===== src/rtl/multi_channel_delay_line.sv =====
// Purpose : delays NUM_CH parallel lanes that share one valid bit, with a runtime-programmable depth.
// Latency : cur_delay enabled edges (0 = combinational bypass); stalled edges do not count.
// Backpr. : none. enable=0 freezes the chain, and the consumer must take out_valid on the cycle it is shown.
//
// Ports:
//   clk, reset (async, active-low)
//   enable     - 1 advances the chain; 0 holds every stage
//   flush      - clears all valid bits at the edge and drops the same-edge input
//   cfg_load   - loads min(cfg_delay, MAX_DELAY) into cur_delay and clears all valid bits
//   in_valid / in_data   - input sample; lane k at [k*DATA_WIDTH +: DATA_WIDTH]
//   out_valid / out_data - delayed sample, same packing
//   cur_delay  - active delay
//   busy       - any valid bit set in stages 1..cur_delay
module multi_channel_delay_line #(
    parameter int DATA_WIDTH    = 32,
    parameter int NUM_CH        = 4,
    parameter int MAX_DELAY     = 8,
    parameter int DEFAULT_DELAY = 3,
    localparam int DW_CFG       = $clog2(MAX_DELAY + 1),
    localparam int BUS_W        = NUM_CH * DATA_WIDTH
) (
    input  logic              clk,
    input  logic              reset,
    input  logic              enable,
    input  logic              flush,
    input  logic              cfg_load,
    input  logic [DW_CFG-1:0] cfg_delay,
    input  logic              in_valid,
    input  logic [BUS_W-1:0]  in_data,
    output logic              out_valid,
    output logic [BUS_W-1:0]  out_data,
    output logic [DW_CFG-1:0] cur_delay,
    output logic              busy
);

    logic [BUS_W-1:0]  stage_dat [1:MAX_DELAY];
    logic [MAX_DELAY:1] stage_vld;
    logic [DW_CFG-1:0] delay_q;
    logic [DW_CFG-1:0] delay_clamped;
    logic              clear_vld;

    // A new delay or a flush invalidates every in-flight sample, including the one arriving now.
    assign clear_vld     = flush | cfg_load;
    assign delay_clamped = (cfg_delay > DW_CFG'(MAX_DELAY)) ? DW_CFG'(MAX_DELAY) : cfg_delay;

    // Data always shifts on enable. Invalid samples are harmless because valid travels separately.
    always_ff @(posedge clk or negedge reset) begin
        if (!reset) begin
            for (int i = 1; i <= MAX_DELAY; i++) begin
                stage_dat[i] <= '0;
            end
        end else if (enable) begin
            stage_dat[1] <= in_data;
            for (int i = 2; i <= MAX_DELAY; i++) begin
                stage_dat[i] <= stage_dat[i-1];
            end
        end
    end

    // Flush and cfg_load act even while the chain is stalled.
    always_ff @(posedge clk or negedge reset) begin
        if (!reset) begin
            stage_vld <= '0;
        end else if (clear_vld) begin
            stage_vld <= '0;
        end else if (enable) begin
            stage_vld[1] <= in_valid;
            for (int i = 2; i <= MAX_DELAY; i++) begin
                stage_vld[i] <= stage_vld[i-1];
            end
        end
    end

    always_ff @(posedge clk or negedge reset) begin
        if (!reset) begin
            delay_q <= DW_CFG'(DEFAULT_DELAY);
        end else if (cfg_load) begin
            delay_q <= delay_clamped;
        end
    end

    // Tap select: a delay of 0 matches no stage, so the input defaults pass straight through.
    // Only stages up to the active tap can still reach the output, so only they count toward busy.
    always_comb begin
        out_valid = in_valid;
        out_data  = in_data;
        busy      = 1'b0;
        for (int i = 1; i <= MAX_DELAY; i++) begin
            if (delay_q == DW_CFG'(i)) begin
                out_valid = stage_vld[i];
                out_data  = stage_dat[i];
            end
            if (DW_CFG'(i) <= delay_q) begin
                busy = busy | stage_vld[i];
            end
        end
    end

    assign cur_delay = delay_q;

endmodule


===== config.mk =====
export PLATFORM = sky130hd
export DESIGN_NAME = multi_channel_delay_line
export DESIGN_NICKNAME = d
export VERILOG_FILES = /design/src/rtl/multi_channel_delay_line.sv
export SDC_FILE = /design/constraint.sdc
export NUM_CORES = 2
export LEC_CHECK = 0
export BUFFER_PORTS_ARGS = -buffer_cell sky130_fd_sc_hd__buf_2
export CAP_MARGIN = 15
export CORE_ASPECT_RATIO = 0.75
export CORE_MARGIN = 2
export CORE_UTILIZATION = 30
export DETAILED_ROUTE_END_ITERATION = 7
export PLACE_DENSITY_LB_ADDON = 0.08
export SYNTH_ARGS = -nofsm -noshare
export SYNTH_HDL_FRONTEND = slang
export SYNTH_SLANG_ARGS = --single-unit

===== constraint.sdc =====
create_clock -name clk -period 2.05 [get_ports clk]
set_input_delay 0.1025 -clock clk [delete_from_list [all_inputs] [get_ports clk]]
set_output_delay 0.1025 -clock clk [all_outputs]
set_load 0.05 [all_outputs]

Word-level counts from Yosys, hierarchy flattened
Index checks and enable logic that the tools add are counted.

Input port bits: 138. Logic and storage cells: 63. Bits in registers: 1036. Output and inout bits: 134.

Bitwise gates (word level): 8. Magnitude comparators: 9. Equality and inequality tests: 8. Mux-type cells: 27. Reduce and logical (&&, ||, !) cells: 1.

Operator list (count): $mux 128 (8); $eq 4x3->1 const B (4); $le 3x4->1 const A (4); $mux 1 (16); $mux 8 (2); $eq 4x2->1 const B (2); $le 2x4->1 const A (2); $or 1x1->1 (8); $eq 4x1->1 const B (1); $eq 4x4->1 const B (1); $gt 4x4->1 const B (1); $le 1x4->1 const A (1); $le 4x4->1 const A (1); $mux 4 (1); $reduce_bool 2->1 (1).

Logic depth before layout (Yosys ltp)
Depth in word-level cells: 16. Gate-level depth with buffers: 9. Depth with buffers taken out: 5.

Worst setup path after synthesis
OpenSTA, ideal clock, no wires.

Path kind: register to output. From: reg delay_q[0], in the netlist cur_delay[0]. To: out out_data[119]. Data required time: 1.947 ns. Stages on the path, launching flop included: 10. Arrival time: 2.950 ns. Path buffers: 5. Setup slack: -1.003 ns. Path through: dfstp_2 -> buf_2 -> buf_4 -> inv_1 -> buf_2 -> buf_2 -> buf_2 -> nor2_1 -> nor3_1 -> a211oi_1.

Cells in the longest elaborated chain, start to end: 9. Elaborated cells between the ends (all ways): 16. Classes of those cells: eq/ne (8); mux (8).

RTL lines: start, declared (line 38) `logic [DW_CFG-1:0] delay_q;`; start signal, assigned (line 76) `delay_q <= DW_CFG'(DEFAULT_DELAY);`; start signal, assigned (line 78) `delay_q <= delay_clamped;`; $eq 4x1->1 (line 89) `if (delay_q == DW_CFG'(i)) begin`; $mux 128 (7 in series) (line 89); $mux 128 (*) (line 89); end, declared (line 31) `output logic [BUS_W-1:0] out_data,`.

Mark *: on every way between the ends. The rest lies on a longest branch, timed or not.

Final worst setup path
From: reg delay_q[1], in the netlist cur_delay[1]. To: out out_data[3].

The elaborated chain is that of the path after synthesis.

==> summary.txt <==
Logic synthesis
  • Asr flop ratio synth: 1.00
  • Commonest cells in the netlist: dfrtp_1 (1034), mux2_2 (1023), a21oi_1 (495)
  • Syn Inst Count: 4316
  • Unique masters post-synth: 56
  • Post-Syn Nets: 4454
  • Post-synth EDFFs: 0
  • Main synth FF type: dfrtp_1
  • Top cells by area, synth: dfrtp_1 (51%), mux2_2 (23%), a21oi_1 (4.9%), o22ai_1 (3.1%), mux2i_1 (2.4%)
  • Top-area cell type share of the netlist area: 0.511
  • FF+latch count, synth: 1036
  • Syn avg cell area: 11.7 um2
  • Seq/Total Area, Yosys: 0.512
  • Synth warn: 0
  • Leading area contributor after synthesis: dfrtp_1
  • Most frequent cell after synthesis: dfrtp_1
  • Mapped cell area: 50600 um2

Routing
  • Total Wirelength: 184 mm
  • Routed length per placed instance: 25.1 um
  • Via count: 38708
  • Initial drt markers: between 2000 and 2500
  • Residual DRC: 0
  • Post-DRT Antenna Nets: 0
  • Routed vias/inst: 5.30
  • First-pass iteration count of the detailed router: 5

Die
  • Chip width: 478 um
  • Io pins: 272
  • Initial Util: 0.302
  • Die Span Y: 360 um
  • Row Count: 130
  • Die area: 172000 um2
  • Core Box Area: 168000 um2

Global route
  • Gr ovfl total: 0
  • GRT Overall Usage: 0.203
  • Vias in the first global route: ~39000
  • Pin count of the biggest net entering global routing: between 100 and 150
  • First-pass GRT wire length: 268 mm
  • Initial antenna violation count: 21

Timing
  • Final cycle utilization of the critical path: 1.50
  • Crit path time final: 3080 ps
  • Fmax: 0.325 GHz
  • Final setup viols: 132
  • Unrepaired setup endpoints after global routing: true
  • Setup ws final: -1030 ps
  • Hold Slack: 149 ps
  • Slew HR: 0.560
  • Worst-Margin Slew: around 660 ps
  • Layout Skew: 24.6 ps
  • Final slew viol count: 0
  • Final hold vios: 0

Layout
  • Final nets: 5098
  • Fillers: ~16000
  • Layout cells sized above 1: 0.464
  • Area growth, synth to finish: 38.1%
  • Finished Cell Area: ~70000 um2
  • Finished Core Util: 0.417
  • Non-filler cells, final: 7306

Power
  • Leak: 28.1 nW
  • Clock network fraction of design power: 0.290
  • Power density over cell area: about 1100 nW/um2
  • Sequential Power Share: 0.406
  • Combinational share of power: 0.305
  • Peak supply drop: 0.706 mV
  • Power Total: 74.6 mW
  • P_int: about 50 mW
  • Switching Share: 0.331
  • Switch Pwr: 24.7 mW

Worst setup path
  • CP Class: flip-flop to output pin
  • CP Buf/Inv Count: 5
  • Most common cell type on the critical path: buf_6
  • Worst path cell trace: buf_6 > nor2b_4 > buf_6 > nand2_8 > buf_16 > buf_12 > o22ai_1 > a221o_1 > a21oi_4 > buf_6
  • Slowest CP cell: dfstp_4
  • Worst reg2reg path depth: 6
  • Critical Path AT: 2980 ps
  • CP peak stage delay: 660 ps
  • Required @ worst endpoint: 1950 ps
  • Worst setup EP type: output pin
  • Critical Path Source Type: flip-flop
  • Worst-path fanout max: 9
  • Instance count on the critical path: 10
  • Critical path's top delay family: buffers and inverters

Placement
  • Final HPWL DP: 110 mm
  • Placed cell count: roughly 6800
  • Placed inst area: 60000 um2
  • Port buffer count: 271
  • Routability cong.: 0.747

CTS
  • H-tree depth: 3
  • Clk buf depth: 3
  • Worst-path clk slew: 60 ps
  • Cts bufs inserted: 119
  • # clock sinks: 1036
  • Root Driver: clkbuf_16
  • CTS tree: built
  • Worst-Skew Late Latency: 740 ps

Job
  • Max-Cap Viols: 0

Status
  • Failing checks: setup timing
  • Outcome: complete, but fails checks

Hold path
  • Worst hold path class: input port to flip-flop
  • Hold depth: 3
==> kinds of logic (layout without fill, tap and decap cells) <==
family	count (synthesis)	after routing	synth area share
compound gates	1328	1328	0.161
buf+inv	411	1147	0.0374
flops	1036	1036	0.512
mux	1146	1146	0.252
other cells	0	10	0
simple gates	395	395	0.0374
==> what timing repair did <==
action,4_1_cts,5_1_grt
cloned,27,23
hold buffers,150,0
endpoints found under the hold margin,1259,0
setup endpoints to repair,133,133
buffers inserted,47,38
pin swaps,71,151
gates resized for setup,391,246
==> flip-flops by register name, indices dropped and copies added, names as in the netlist <==
register / flops
cur_delay: 4
stage_dat: 1024
stage_vld: 8
==> per-stage QoR <==
stage / worst slack (ps) / TNS, ps
3_3_place_gp: -336 / -32570
5_1_grt: -1130 / -136360
2_1_floorplan: -323 / -8610
6_report: -1030 / -120730
4_1_cts: -1070 / -131040
3_5_place_dp: -335 / -33400
==> worst min-delay path: cells and delay by family <==
family | cells | cell delay (ps)
muxes | 1 | 130
buffers and inverters | 2 | 620
==> cell type report <==
| class | count | area [um2] | area share |
|---|---|---|---|
| Multi-Input combinational cell | 2869 | 25600 | 0.367 |
| Antenna cell | 10 | 25.0 | 0.000358 |
| Sequential cell | 1036 | 25900 | 0.371 |
| Tap cell | 2244 | 2810 | 0.0402 |
| Inverter | 6 | 47.5 | 0.000680 |
| Timing Repair Buffer | 928 | 11600 | 0.166 |
| Clock buffer | 183 | 3530 | 0.0505 |
| Clock inverter | 30 | 329 | 0.00471 |
==> per-layer routing <==
layer	GRT usage	vias up	share of wire
met2	0.311	761	0.45
met1	0.299	20134	0.49
met5	0	-	0.00020
met3	0.0285	239	0.037
met4	0.0514	6	0.024
li1	-	17568	-
==> power by group through the flow <==
stage               sequential [mW]  clock [mW]  combinational, mW
floorplan                      28.9           0               14.1
global placement               30.3           0               19.9
detailed placement             30.3           0               20.1
CTS                            30.0        22.4               22.2
global route                   31.0        23.2               24.2
finish                         30.2        21.6               22.7
==> placed cells by master (no fill, tap or decap), types with 8 or more instances in the layout <==
cell and count:
o21ai_1 95, a21oi_1 376, nand2_1 76, a2bb2oi_2 10
o22ai_1 162, o21ai_2 37, nor2_2 12, o21ai_4 10
dfrtp_1 1032, clkbuf_8 23, o22ai_2 75, buf_6 130
clkbuf_16 146, a21oi_2 14, buf_12 204, bufbuf_16 9
buf_4 215, o22a_1 112, or3_1 100, mux2i_1 121
buf_2 136, a22oi_2 13, diode_2 10, dlygate4sd3_1 150
o21ai_0 137, a31oi_4 15, a221o_1 99, a21oi_4 106
nor2_1 154, clkinv_2 15, nor2b_1 8, o31ai_2 9
mux2_2 1023, buf_8 25, clkbuf_1 37, a2bb2oi_1 15
buf_16 36, o22ai_4 10
==> path summary, 6_finish.rpt <==
check,start,endpoint,slack (ps)
max in group asynchronous,reset,stage_dat[148],970
worst min register to register,stage_dat[92],stage_dat[92],510
worst max register to register,cur_delay[2],cur_delay[2],110
min in group asynchronous,reset,stage_dat[935],180
worst max-delay path,cur_delay[1],out_data[3],-1030
worst min-delay path,in_data[34],stage_dat[930],150
(Power assumes the default switching activity.)
